$ cat config.mk
export PLATFORM = sky130hd
export DESIGN_NAME = spi_core
export DESIGN_NICKNAME = d
export VERILOG_FILES = /design/src/rtl/spi_core_pkg.sv /design/src/rtl/spi_clk_gen.sv /design/src/rtl/spi_core.sv
export SDC_FILE = /design/constraint.sdc
export NUM_CORES = 1
export LEC_CHECK = 0
export CORE_MARGIN = 2
export CORE_UTILIZATION = 45
export DETAILED_ROUTE_END_ITERATION = 16
export GPL_ROUTABILITY_DRIVEN = 0
export GPL_TIMING_DRIVEN = 1
export PLACE_DENSITY_LB_ADDON = 0.05
export SLEW_MARGIN = 20
export SYNTH_ARGS = -nofsm -noshare
export SYNTH_HDL_FRONTEND = slang
export SYNTH_SLANG_ARGS = --single-unit
$ cat constraint.sdc
create_clock -name clock -period 7.32 [get_ports clock]
set_input_delay 1.464 -clock clock [delete_from_list [all_inputs] [get_ports clock]]
set_output_delay 1.464 -clock clock [all_outputs]
set_load 0.03 [all_outputs]
$ cat src/rtl/spi_core_pkg.sv
// Shared types and constants for the SPI master core.
// The SPI_CORE_CONT_EN macro (used in spi_core.sv) enables continuous back-to-back words.
package spi_core_pkg;
  localparam int DIV_W = 8;

  typedef enum logic {
    IDLE = 1'b0,
    XFER = 1'b1
  } state_t;

  // A divider setting of zero behaves like one.
  function automatic logic [DIV_W-1:0] div_max1(input logic [DIV_W-1:0] d);
    return (d == '0) ? DIV_W'(1) : d;
  endfunction
endpackage

$ cat src/rtl/spi_clk_gen.sv
// Toggle-event pulse generator: while i_run is high, o_tick fires once every i_div clocks.
module spi_clk_gen
  import spi_core_pkg::*;
(
  input  logic             clock,
  input  logic             reset_n,
  input  logic             i_run,
  input  logic [DIV_W-1:0] i_div,
  output logic             o_tick
);
  logic [DIV_W-1:0] r_cnt;
  logic             w_last;

  assign w_last = (r_cnt == i_div - 1'b1);
  assign o_tick = i_run & w_last;

  always_ff @(posedge clock or negedge reset_n) begin
    if (!reset_n)              r_cnt <= '0;
    else if (!i_run || w_last) r_cnt <= '0;
    else                       r_cnt <= r_cnt + 1'b1;
  end
endmodule

$ cat src/rtl/spi_core.sv
// SPI master, one active select, MSB first, all four CPOL/CPHA modes.
// Macro SPI_CORE_CONT_EN enables the continuous (back-to-back word) mode driven by cont.
module spi_core
  import spi_core_pkg::*;
#(
  parameter int SLAVES  = 1,
  parameter int D_WIDTH = 8
) (
  input  logic               clock,
  input  logic               reset_n,
  input  logic               enable,
  input  logic               cpol,
  input  logic               cpha,
  input  logic               cont,
  input  logic [DIV_W-1:0]   clk_div,
  input  logic [D_WIDTH-1:0] tx_data,
  input  logic               miso,
  output logic               sclk,
  output logic [SLAVES-1:0]  ss_n,
  output logic               mosi,
  output logic               busy,
  output logic [D_WIDTH-1:0] rx_data
);
  localparam int            EW       = $clog2(2*D_WIDTH+2);
  localparam logic [EW-1:0] LAST_EVT = EW'(2*D_WIDTH);

  state_t             r_state, w_next;
  logic               r_hold, r_cpol, r_cpha, r_sclk, r_mosi;
  logic [DIV_W-1:0]   r_div;
  logic [D_WIDTH-1:0] r_tx, r_rx, r_rxd;
  logic [EW-1:0]      r_evt, w_evt_n;
  logic               w_tick, w_start, w_end, w_tgl, w_busy, w_ss0_n, w_cont;

`ifdef SPI_CORE_CONT_EN
  assign w_cont = cont;
`else
  assign w_cont = cont & 1'b0;
`endif

  spi_clk_gen u_clk_gen (
    .clock   (clock),
    .reset_n (reset_n),
    .i_run   (r_state == XFER),
    .i_div   (r_div),
    .o_tick  (w_tick)
  );

  // r_hold keeps the select asserted across the one-clock gap of a word reload.
  assign w_start = (r_state == IDLE) && (enable || r_hold);
  assign w_evt_n = r_evt + 1'b1;
  assign w_end   = (r_state == XFER) && w_tick && (r_evt == LAST_EVT);
  assign w_tgl   = (r_state == XFER) && w_tick && !w_end;

  always_ff @(posedge clock or negedge reset_n) begin
    if (!reset_n) r_state <= IDLE;
    else          r_state <= w_next;
  end

  always_comb begin
    w_next = r_state;
    case (r_state)
      IDLE:    if (w_start) w_next = XFER;
      XFER:    if (w_end)   w_next = IDLE;
      default: w_next = IDLE;
    endcase
  end

  always_comb begin
    w_busy  = (r_state == XFER);
    w_ss0_n = !(w_busy || r_hold);
  end

  always_ff @(posedge clock or negedge reset_n) begin
    if (!reset_n) begin
      r_hold <= 1'b0;
      r_cpol <= 1'b0;
      r_cpha <= 1'b0;
      r_sclk <= 1'b0;
      r_mosi <= 1'b0;
      r_div  <= DIV_W'(1);
      r_evt  <= '0;
      r_tx   <= '0;
      r_rx   <= '0;
      r_rxd  <= '0;
    end else if (w_start) begin
      r_cpol <= cpol;
      r_cpha <= cpha;
      r_div  <= div_max1(clk_div);
      r_evt  <= '0;
      r_hold <= 1'b0;
      r_sclk <= cpol;
      if (!cpha) begin
        r_mosi <= tx_data[D_WIDTH-1];
        r_tx   <= {tx_data[D_WIDTH-2:0], 1'b0};
      end else begin
        r_mosi <= 1'b0;
        r_tx   <= tx_data;
      end
    end else if (r_state == IDLE) begin
      r_sclk <= cpol;
      r_mosi <= 1'b0;
    end else if (w_end) begin
      r_rxd  <= r_rx;
      r_hold <= w_cont;
      r_sclk <= r_cpol;
    end else if (w_tgl) begin
      r_evt  <= w_evt_n;
      r_sclk <= ~r_sclk;
      // cpha=0 captures on odd events, cpha=1 on even ones.
      if (w_evt_n[0] ^ r_cpha) begin
        r_rx <= {r_rx[D_WIDTH-2:0], miso};
      end else begin
        r_mosi <= r_tx[D_WIDTH-1];
        r_tx   <= {r_tx[D_WIDTH-2:0], 1'b0};
      end
    end
  end

  always_comb begin
    ss_n    = '1;
    ss_n[0] = w_ss0_n;
  end

  assign sclk    = r_sclk;
  assign mosi    = r_mosi;
  assign busy    = w_busy;
  assign rx_data = r_rxd;
endmodule

## Word level (Yosys, flattened, before mapping)

Index checks and enable logic that the tools add are counted.

| word-level totals | value |
|---|---|
| register bits | 51 |
| bits of input ports | 23 |
| output and inout port bits | 12 |
| logic and storage cells | 77 |

| operators by class | value |
|---|---|
| add/subtract/negate cells | 3 |
| equal/unequal tests | 8 |
| mux-type cells | 28 |
| bitwise logic cells | 6 |
| reduce and logical (&&, ||, !) cells | 20 |

Operators by type and width:

| kind | number |
|---|---|
| two-way mux 8 bit | 8 |
| two-way mux 5 bit | 4 |
| two-way mux 1 bit | 15 |
| AND reduction 3 bit | 3 |
| adder 8 x 1 -> 8 bit, second input constant | 1 |
| == test 8 bit | 1 |
| logical NOT 8 bit | 1 |
| subtractor 8 x 1 -> 8 bit, second input constant | 1 |
| inequality test 3 bit, second input constant | 2 |
| nonzero test 2 bit | 3 |
| adder 5 x 1 -> 5 bit, second input constant | 1 |
| == test 5 bit, second input constant | 1 |
| AND reduction 5 bit | 1 |
| logical AND 1 bit | 4 |
| inequality test 2 bit, second input constant | 2 |
| inequality test 4 x 1 -> 1 bit, second input constant | 1 |
| NOT 1 bit | 4 |
| AND reduction 4 bit | 1 |
| logical NOT 1 bit | 3 |
| logical OR 1 bit | 3 |
| inequality test 3 x 1 -> 1 bit, second input constant | 1 |
| case mux 1 bit (2 select lines) | 1 |
| AND reduction 2 bit | 1 |
| bitwise AND 1 bit | 1 |
| bitwise XOR 1 bit | 1 |

## Logic depth before layout (Yosys ltp)

Gate-level depths: netlist of the first run.

| depth | value |
|---|---|
| depth after elaboration | 11 |
| depth in mapped cells | 9 |
| depth with buffers taken out | 8 |

## Modules after synthesis

A second synthesis of the first run with hierarchy kept.

| second synthesis, totals | value |
|---|---|
| cells, all modules | 263 |
| area, all modules | 2,658.8 um2 |

Modules (own cells, without submodules):

| module | instances | cells an instance | area an instance (um2) | sequential area each (um2) |
|---|---|---|---|---|
| spi_core | 1 | 186 | 1,956.9 | 1,052.3 |
| spi_clk_gen | 1 | 77 | 701.9 | 200.2 |

## Least setup slack after synthesis of the first run

No wires, ideal clock.

| timing path | value |
|---|---|
| path kind | reg2reg |
| start | register r_div[0] |
| end | register r_mosi, in the netlist mosi |
| library setup time | 122 ps |
| arrival | 2,466 ps |
| data required time | 7,198 ps |
| setup slack | 4,733 ps |
| cell stages (with the launch flop) | 10 |
| path buffers | 1 |
| clock period less this slack | 2,587 ps |
| cells stage by stage | dfstp_2 > inv_1 > ha_1 > nor2b_1 > or3_1 > a31oi_1 > and4_1 > buf_4 > mux2_1 > a32o_1 |

| between the ends | value |
|---|---|
| longest elaborated chain between the ends | 9 |
| elaborated cells on any way between the ends | 10 |
| those cells by class | 1 x add/sub; 3 x eq/ne; 1 x bitwise; 5 x reduce/logical |

Ends and longest elaborated chain:

| what | line | source |
|---|---|---|
| from (decl) | spi_core.sv:29 | `logic [DIV_W-1:0] r_div;` |
| from (signal assigned) | spi_core.sv:88 | `r_div <= div_max1(clk_div);` |
| subtractor 8 x 1 -> 8 bit * | spi_clk_gen.sv:14 | `assign w_last = (r_cnt == i_div - 1'b1);` |
| == test 8 bit * | spi_clk_gen.sv:14 |  |
| bitwise AND 1 bit * | spi_clk_gen.sv:15 | `assign o_tick = i_run & w_last;` |
| logical AND 1 bit * | spi_core.sv:51, spi_core.sv:52 |  |
| logical AND 1 bit | spi_core.sv:51 | `assign w_end = (r_state == XFER) && w_tick && (r_evt == LAST_EVT);` |
| logical NOT 1 bit | spi_core.sv:52 | `assign w_tgl = (r_state == XFER) && w_tick && !w_end;` |
| logical AND 1 bit | spi_core.sv:52 |  |
| inequality test 3 x 1 -> 1 bit (no line) | n/a |  |
| AND reduction 3 bit (no line) * | n/a |  |
| to (signal assigned) | spi_core.sv:93 | `r_mosi <= tx_data[D_WIDTH-1];` |
| to (signal assigned) | spi_core.sv:113 | `r_mosi <= r_tx[D_WIDTH-1];` |
| to (decl) | spi_core.sv:28 | `logic r_hold, r_cpol, r_cpha, r_sclk, r_mosi;` |

Every way passes the cells marked *; elsewhere a longest branch is shown, timed or not.
A chain may end at the register's enable or synchronous reset.

## Worst setup path after layout of the first run

| timing path | value |
|---|---|
| start | register r_state, in the netlist busy |
| end | output port ss_n |

| between the ends | value |
|---|---|
| longest elaborated chain between the ends | 2 |

Ends and longest elaborated chain:

| what | line | source |
|---|---|---|
| from (decl) | spi_core.sv:27 | `state_t r_state, w_next;` |
| from (signal assigned) | spi_core.sv:56 | `else r_state <= w_next;` |
| logical OR 1 bit | spi_core.sv:70 | `w_ss0_n = !(w_busy \|\| r_hold);` |
| logical NOT 1 bit | spi_core.sv:70 |  |
| to (decl) | spi_core.sv:19 | `output logic [SLAVES-1:0] ss_n,` |

No other way between the ends.

==> results of run 1 <==
==> area by class of cell <==
class                   instances  area share (%)
flip-flops and latches         50            41.9
well taps                      72            3.02
multi-input cells             166            38.8
repair buffers                 35            11.4
inverters                       7           0.880
clock buffers                   5            2.30
clock inverters                 3            1.63
==> report_power, final <==
group	switching (mW)	leakage, nW	internal, mW
Combinational	0.189	0.625	0.183
Clock	0.0967	0.0563	0.104
Sequential	0.0969	0.626	0.371
==> worst paths after layout <==
path	to	slack (ns)	depth (start not counted)
worst max-delay path	ss_n	4.13	2
worst min-delay path	rx_data[3]	0.49	1
worst max register to register	rx_data[7]	4.15	8
worst min register to register	rx_data[3]	0.49	1
max in group asynchronous	rx_data[7]	5.65	2
min in group asynchronous	u_clk_gen.r_cnt[2]	1.26	2
==> sequential cells by signal, summed over array words and instances, names as in the netlist, 5 cells and up <==
register and flops:
r_div 8, r_evt 5, r_rx 8, r_tx 8
rx_data 8, u_clk_gen.r_cnt 8
==> per-layer routing <==
layer	vias up	global-route usage, %	share of wire [%]
met5	-	0	0
met4	0	5.26	1.4
met3	6	3.56	3.3
met2	23	25.5	47
met1	876	23.3	48
li1	884	-	-
==> synthesized netlist by cell type (3+ instances only) <==
library cell  instances
mux2_1               17
a21oi_1              10
clkbuf_1              4
nor2_1               15
o21ai_0               5
a211oi_1              7
xor2_1                8
mux2i_1               8
nand2_1              27
nor2b_1               6
and3_1                4
inv_1                 7
dfrtp_1              49
and4_1                3
or3_1                 3
nand3_1              11
ha_1                  4
and2_1                5
xnor2_1               8
==> cells by family after synthesis <==
kind of cell | after synthesis
fa+ha+maj | 4
compound gates | 34
flops | 50
mux | 25
xor+xnor | 16
buf+inv | 15
simple gates | 87
==> stage by stage <==
stage                     utilization (%)  worst slack (ns)  hold slack [ns]
after CTS                            55.3              4.08            0.492
after global placement               53.1              4.10            0.462
after detailed placement             53.1              4.10            0.467
final                                55.3              4.13            0.494
after global routing                 55.3              3.87            0.511
after floorplan                         -              4.73            0.445
==> placed cells by master (no fill, tap or decap), types with 3 or more instances in the layout <==
master | synthesis | routed
and2_1 | 5 | 5
nor2_1 | 15 | 15
xnor2_1 | 8 | 8
mux2i_1 | 8 | 8
and4_1 | 3 | 3
nor2b_1 | 6 | 6
and3_1 | 4 | 4
or3_1 | 3 | 3
clkdlybuf4s50_1 | 0 | 32
a21oi_1 | 10 | 10
ha_1 | 4 | 4
clkbuf_8 | 0 | 5
inv_1 | 7 | 7
mux2_1 | 17 | 17
xor2_1 | 8 | 8
a211oi_1 | 7 | 7
dfrtp_1 | 49 | 49
nand2_1 | 27 | 27
nand3_1 | 11 | 11
o21ai_0 | 5 | 5
==> critical path: stages, from the launching register on <==
cell and delay (ns):
dfrtp_1 0.51, inv_1 0.22, clkdlybuf4s50_1 0.70
==> metrics.md, run 1 <==
| Metric | Value |
|---|---|
| Vias | 1789 |
| P&R area growth vs syn | 20.6% |
| Synth Cell Area | 0.00248 sq mm |
| Detailed placement HPWL | 3.28 mm |
| Count of cell types in the netlist | 42 |
| Total power | 1.04 mW |
| Finished Cell Area | 0.00299 sq mm |
| ANT cells | 0 |
| Synth Register Bits | 50 |
| Final period util | 43.6% |
| Initial Util | 45.8% |
| FFs w/ async S/R, synth | 100% |
| Final hold vios | 0 |
| Wire length per cell | 13.7 um |
| Die height | 78.2 um |
| Post-synthesis compound-gate area fraction | 8.94% |
| Crit path capture type | primary output |
| Ports | 35 |
| Min-delay worst type | reg -> reg |
| Cell taking the most area after synthesis | dfrtp_1 |
| Fin Setup TNS | 0 ns |
| Final WL | 4.63 mm |
| Clock-pin transition on the worst setup and hold timing paths | 0.10 ns |
| Synth warn | 0 |
| CTS sink cnt | 50 |
| Worst-case clock skew | 0.00669 ns |
| Pleak | 1.31 nW |
| Drt first-iter violations | 63 |
| Area share of the largest cell type after synthesis | 49.5% |
| Vias in the first global route | 1711 |
| Mux contribution to synthesized area | 11.0% |
| CTS tree | done |
| Post-synth EDFFs | 0 |
| Register area share after synthesis | 50.6% |
| Gate count after technology mapping | 231 |
| Syn Nets | 258 |
| Die ar. | 0.00611 sq mm |
| Placed inst area | 0.00287 sq mm |
| Post_cts resized | 0 |
| Adder-Cell Fraction of Synth Area | 2.02% |
| Root Driver | clkbuf_8 |
| CP Launch Type | flop |
| HP Start | rx_data[3] |
| Post-Synth XOR/XNOR Area | 5.66% |
| Worst EP arrival | 1.73 ns |
| Post-route ant nets | 0 |
| Worst setup path startpoint | busy |
| Chip Width | 78.2 um |
| Initial antenna violation count | 0 |
| Fin crit period | 3.19 ns |
| Most used DFF post-synth | dfrtp_1 |
| Post-CTS Setup Repair Bufs | 0 |
| Reg-to-reg startpoint | r_div[0] |
| Final Non-Filler Cells | 338 |
| Number of max-cap violations | 0 |
| Kind of critical path | reg -> out |
| CP required | 5.86 ns |
| Largest family of logic cells by synthesized area | simple AND/OR/NAND/NOR gates |
| Post-Synth Simple-Gate Area | 19.2% |
| First-pass GRT wire length | 7.95 mm |
| CTS Buf Count | 5 |
| Syn avg cell area | 10.7 sq um |
| Clk_lat worst skew | 0.31 ns |
| Maximum vdd drop | 0.190 mV |
| Global Route Usage Sum | 16.5% |
| H-Tree Level Count | 2 |
| 1st-pass router iterations | 4 |
| Largest net degree at the start of global routing | 51 |
| Slew Viols, Final | 0 |
| Rows | 27 |
| Cells after DPL | 330 |
| Fillers | 485 |
| Leading post-synthesis cells by cell area | dfrtp_1, mux2_1, nand2_1 |
| Vias/cell | 5.29 |
| CTS Hold Bufs | 0 |
| Register Area | 0.00125 sq mm |
| Core ar. | 0.00541 sq mm |
| Cell Pwr Density | 349 mW/mm^2 |
| Final layout net count | 292 |
| Multi-input logic area | 0.00116 sq mm |
| Max Fanout on Critical Path | 8 |
| Worst slew pin tran | 0.808 ns |
| Final setup fails | 0 |
| RSZ-0062 raised after global routing | no |
| Layout cell share with drive strength beyond 1 | 7.14% |
| Max frequency | 313 MHz |
| Status | complete, no violations |
| Remaining DRCs | 0 |
| Total gr overflow | 0 |
| Buffers from clock root to sink, at most | 2 |
| Worst rel slew slack | 46.1% |
| Port bufs | 33 |
Note: power is estimated with default switching activity, not from simulation.
==> inputs of run 2 (changes only) <==
Clock period 7.32 ns to 2.7 ns, I/O delays scaled along.
==> metrics.md, run 2 (synthesized netlist as in run 1, its figures left out) <==
| Metric | Value |
|---|---|
| Post-route ant nets | 0 (unchanged) |
| CTS sink cnt | 50 (unchanged) |
| Worst-case clock skew | 0.00336 ns (-0.00334 ns) |
| Drt first-iter violations | 25 (-60%) |
| Vias | 1808 (+1.1%) |
| Layout cell share with drive strength beyond 1 | 11.2% (+4.0 points) |
| Largest net degree at the start of global routing | 30 (-41%) |
| H-Tree Level Count | 2 (unchanged) |
| Crit path capture type | flop |
| ANT cells | 0 (unchanged) |
| Max frequency | 396 MHz |
| Die height | 78.2 um (unchanged) |
| CP required | 2.89 ns (-2.97 ns) |
| Detailed placement HPWL | 3.60 mm (+9.8%) |
| Pleak | 1.37 nW (+4.5%) |
| Core ar. | 0.00541 sq mm (unchanged) |
| Rows | 27 (unchanged) |
| Total power | 2.78 mW (+170%) |
| Die ar. | 0.00611 sq mm (unchanged) |
| Fin Setup TNS | 0 ns (unchanged) |
| Root Driver | clkbuf_8 |
| Global Route Usage Sum | 17.4% (+0.84 points) |
| CTS tree | done |
| Vias in the first global route | 1792 (+4.7%) |
| P&R area growth vs syn | 23.6% |
| Final setup fails | 0 (unchanged) |
| Kind of critical path | reg -> reg |
| Wire length per cell | 13.8 um (+0.64%) |
| Commonest non-fill, non-tap cell in the layout | dfrtp_1 |
| Most frequent cells in the layout | dfrtp_1, clkdlybuf4s50_1, nand2_1 |
| Buffers from clock root to sink, at most | 2 (unchanged) |
| Total gr overflow | 0 (unchanged) |
| RSZ-0062 raised after global routing | no |
| Clock-pin transition on the worst setup and hold timing paths | 0.08 ns (-0.02 ns) |
| Clk_lat worst skew | 0.30 ns (about the same) |
| CTS Buf Count | 5 (unchanged) |
| Remaining DRCs | 0 (unchanged) |
| Worst EP arrival | 2.72 ns (+0.99 ns) |
| CTS Hold Bufs | 0 (unchanged) |
| Max Fanout on Critical Path | 6 (-2) |
| Slew Viols, Final | 0 (unchanged) |
| Final layout net count | 304 (+4.1%) |
| Ports | 35 (unchanged) |
| Maximum vdd drop | 0.410 mV (+120%) |
| Status | complete, no violations |
| Hold WS | 0.248 ns (-0.246 ns) |
| Cell Pwr Density | 909 mW/mm^2 (+160%) |
| Initial Util | 45.8% (unchanged) |
| Final hold vios | 0 (unchanged) |
| Vias/cell | 5.17 (-2.4%) |
| Min-delay worst type | in -> async |
| Number of max-cap violations | 0 (unchanged) |
| Fillers | 515 (+6.2%) |
| First-pass GRT wire length | 8.38 mm (+5.4%) |
| Final WL | 4.83 mm (+4.2%) |
| Worst rel slew slack | 58.6% (+13 points) |
| CP Launch Type | flop |
| Fin crit period | 2.53 ns |
| 1st-pass router iterations | 4 (unchanged) |
| Final period util | 93.6% |
| FF-to-FF setup slack | 0.17 ns (-3.98 ns) |
| Initial antenna violation count | 0 (unchanged) |
| Chip Width | 78.2 um (unchanged) |
| Port bufs | 33 (unchanged) |
| Worst slew pin tran | 0.621 ns (-0.186 ns) |
[run 2: changes by cell type in the layout (fill, tap and decap cells not counted), sizes merged]
cell	delta
buf	+12
bufinv	-1
clkbuf	+2
clkinv	+1
clkinvlp	-1
inv	-1
[run 2: final timing paths]
| kind | start | end | depth (start not counted) |
|---|---|---|---|
| setup / recovery | r_div[0] | mosi | 9 |
| hold / removal | reset_n | u_clk_gen.r_cnt[3] | 1 |
| setup reg to reg | r_div[0] | mosi | 9 |
| hold reg to reg | r_cpol | r_cpol | 2 |
| max in group asynchronous | reset_n | r_div[0] | 2 |
| min in group clock | r_cpol | r_cpol | 2 |
[run 2: final cells by class]
cell class	instances	area (sq um)	share of cell area [%]
multi-input combinational	166	1170	38.1
sequential	50	1250	40.9
inverter	7	26.3	0.858
clock inverter	1	5.00	0.163
clock buffer	7	86.3	2.82
timing repair buffer	47	434	14.2
tap	72	90.1	2.94
[run 2: critical path: stages, from the launching register on]
cell and delay [ns]:
dfstp_2 0.56, inv_1 0.05, ha_1 0.25, nor2b_1 0.14
or3_1 0.34, a31oi_1 0.15, buf_4 0.16, and4_4 0.24
mux2_1 0.32, a32o_1 0.20
[run 2: stage by stage]
step                      utilization, %  instance area [sq um]  instances  setup WS (ns)
final                               56.6                   3060        350          0.173
after global routing                56.6                   3060        350        0.00490
after CTS                           56.3                   3040        349         0.0963
after floorplan                        -                   2480        231          0.113
after global placement              54.6                   2950        341          0.157
after detailed placement            54.6                   2950        341          0.122
[run 2: power breakdown]
group          internal, mW  total (mW)  switching (mW)
clock network         0.207       0.440           0.233
registers              1.01        1.26           0.252
logic                 0.536        1.08           0.547
total                  1.75        2.78            1.03
[run 2: metal layers]
metal / track usage (%) / share of wire (%) / wire, um
met1: 23.4 / 48 / 2290
met2: 28.1 / 48 / 2310
met3: 3.56 / 3.6 / 172
met4: 5.79 / 1.1 / 53
met5: 0 / 0 / 0
[run 2: repair_timing]
item	4_1_cts	5_1_grt
endpoints found under the setup margin	0	24
gates resized for setup	0	4
buffers inserted	0	1
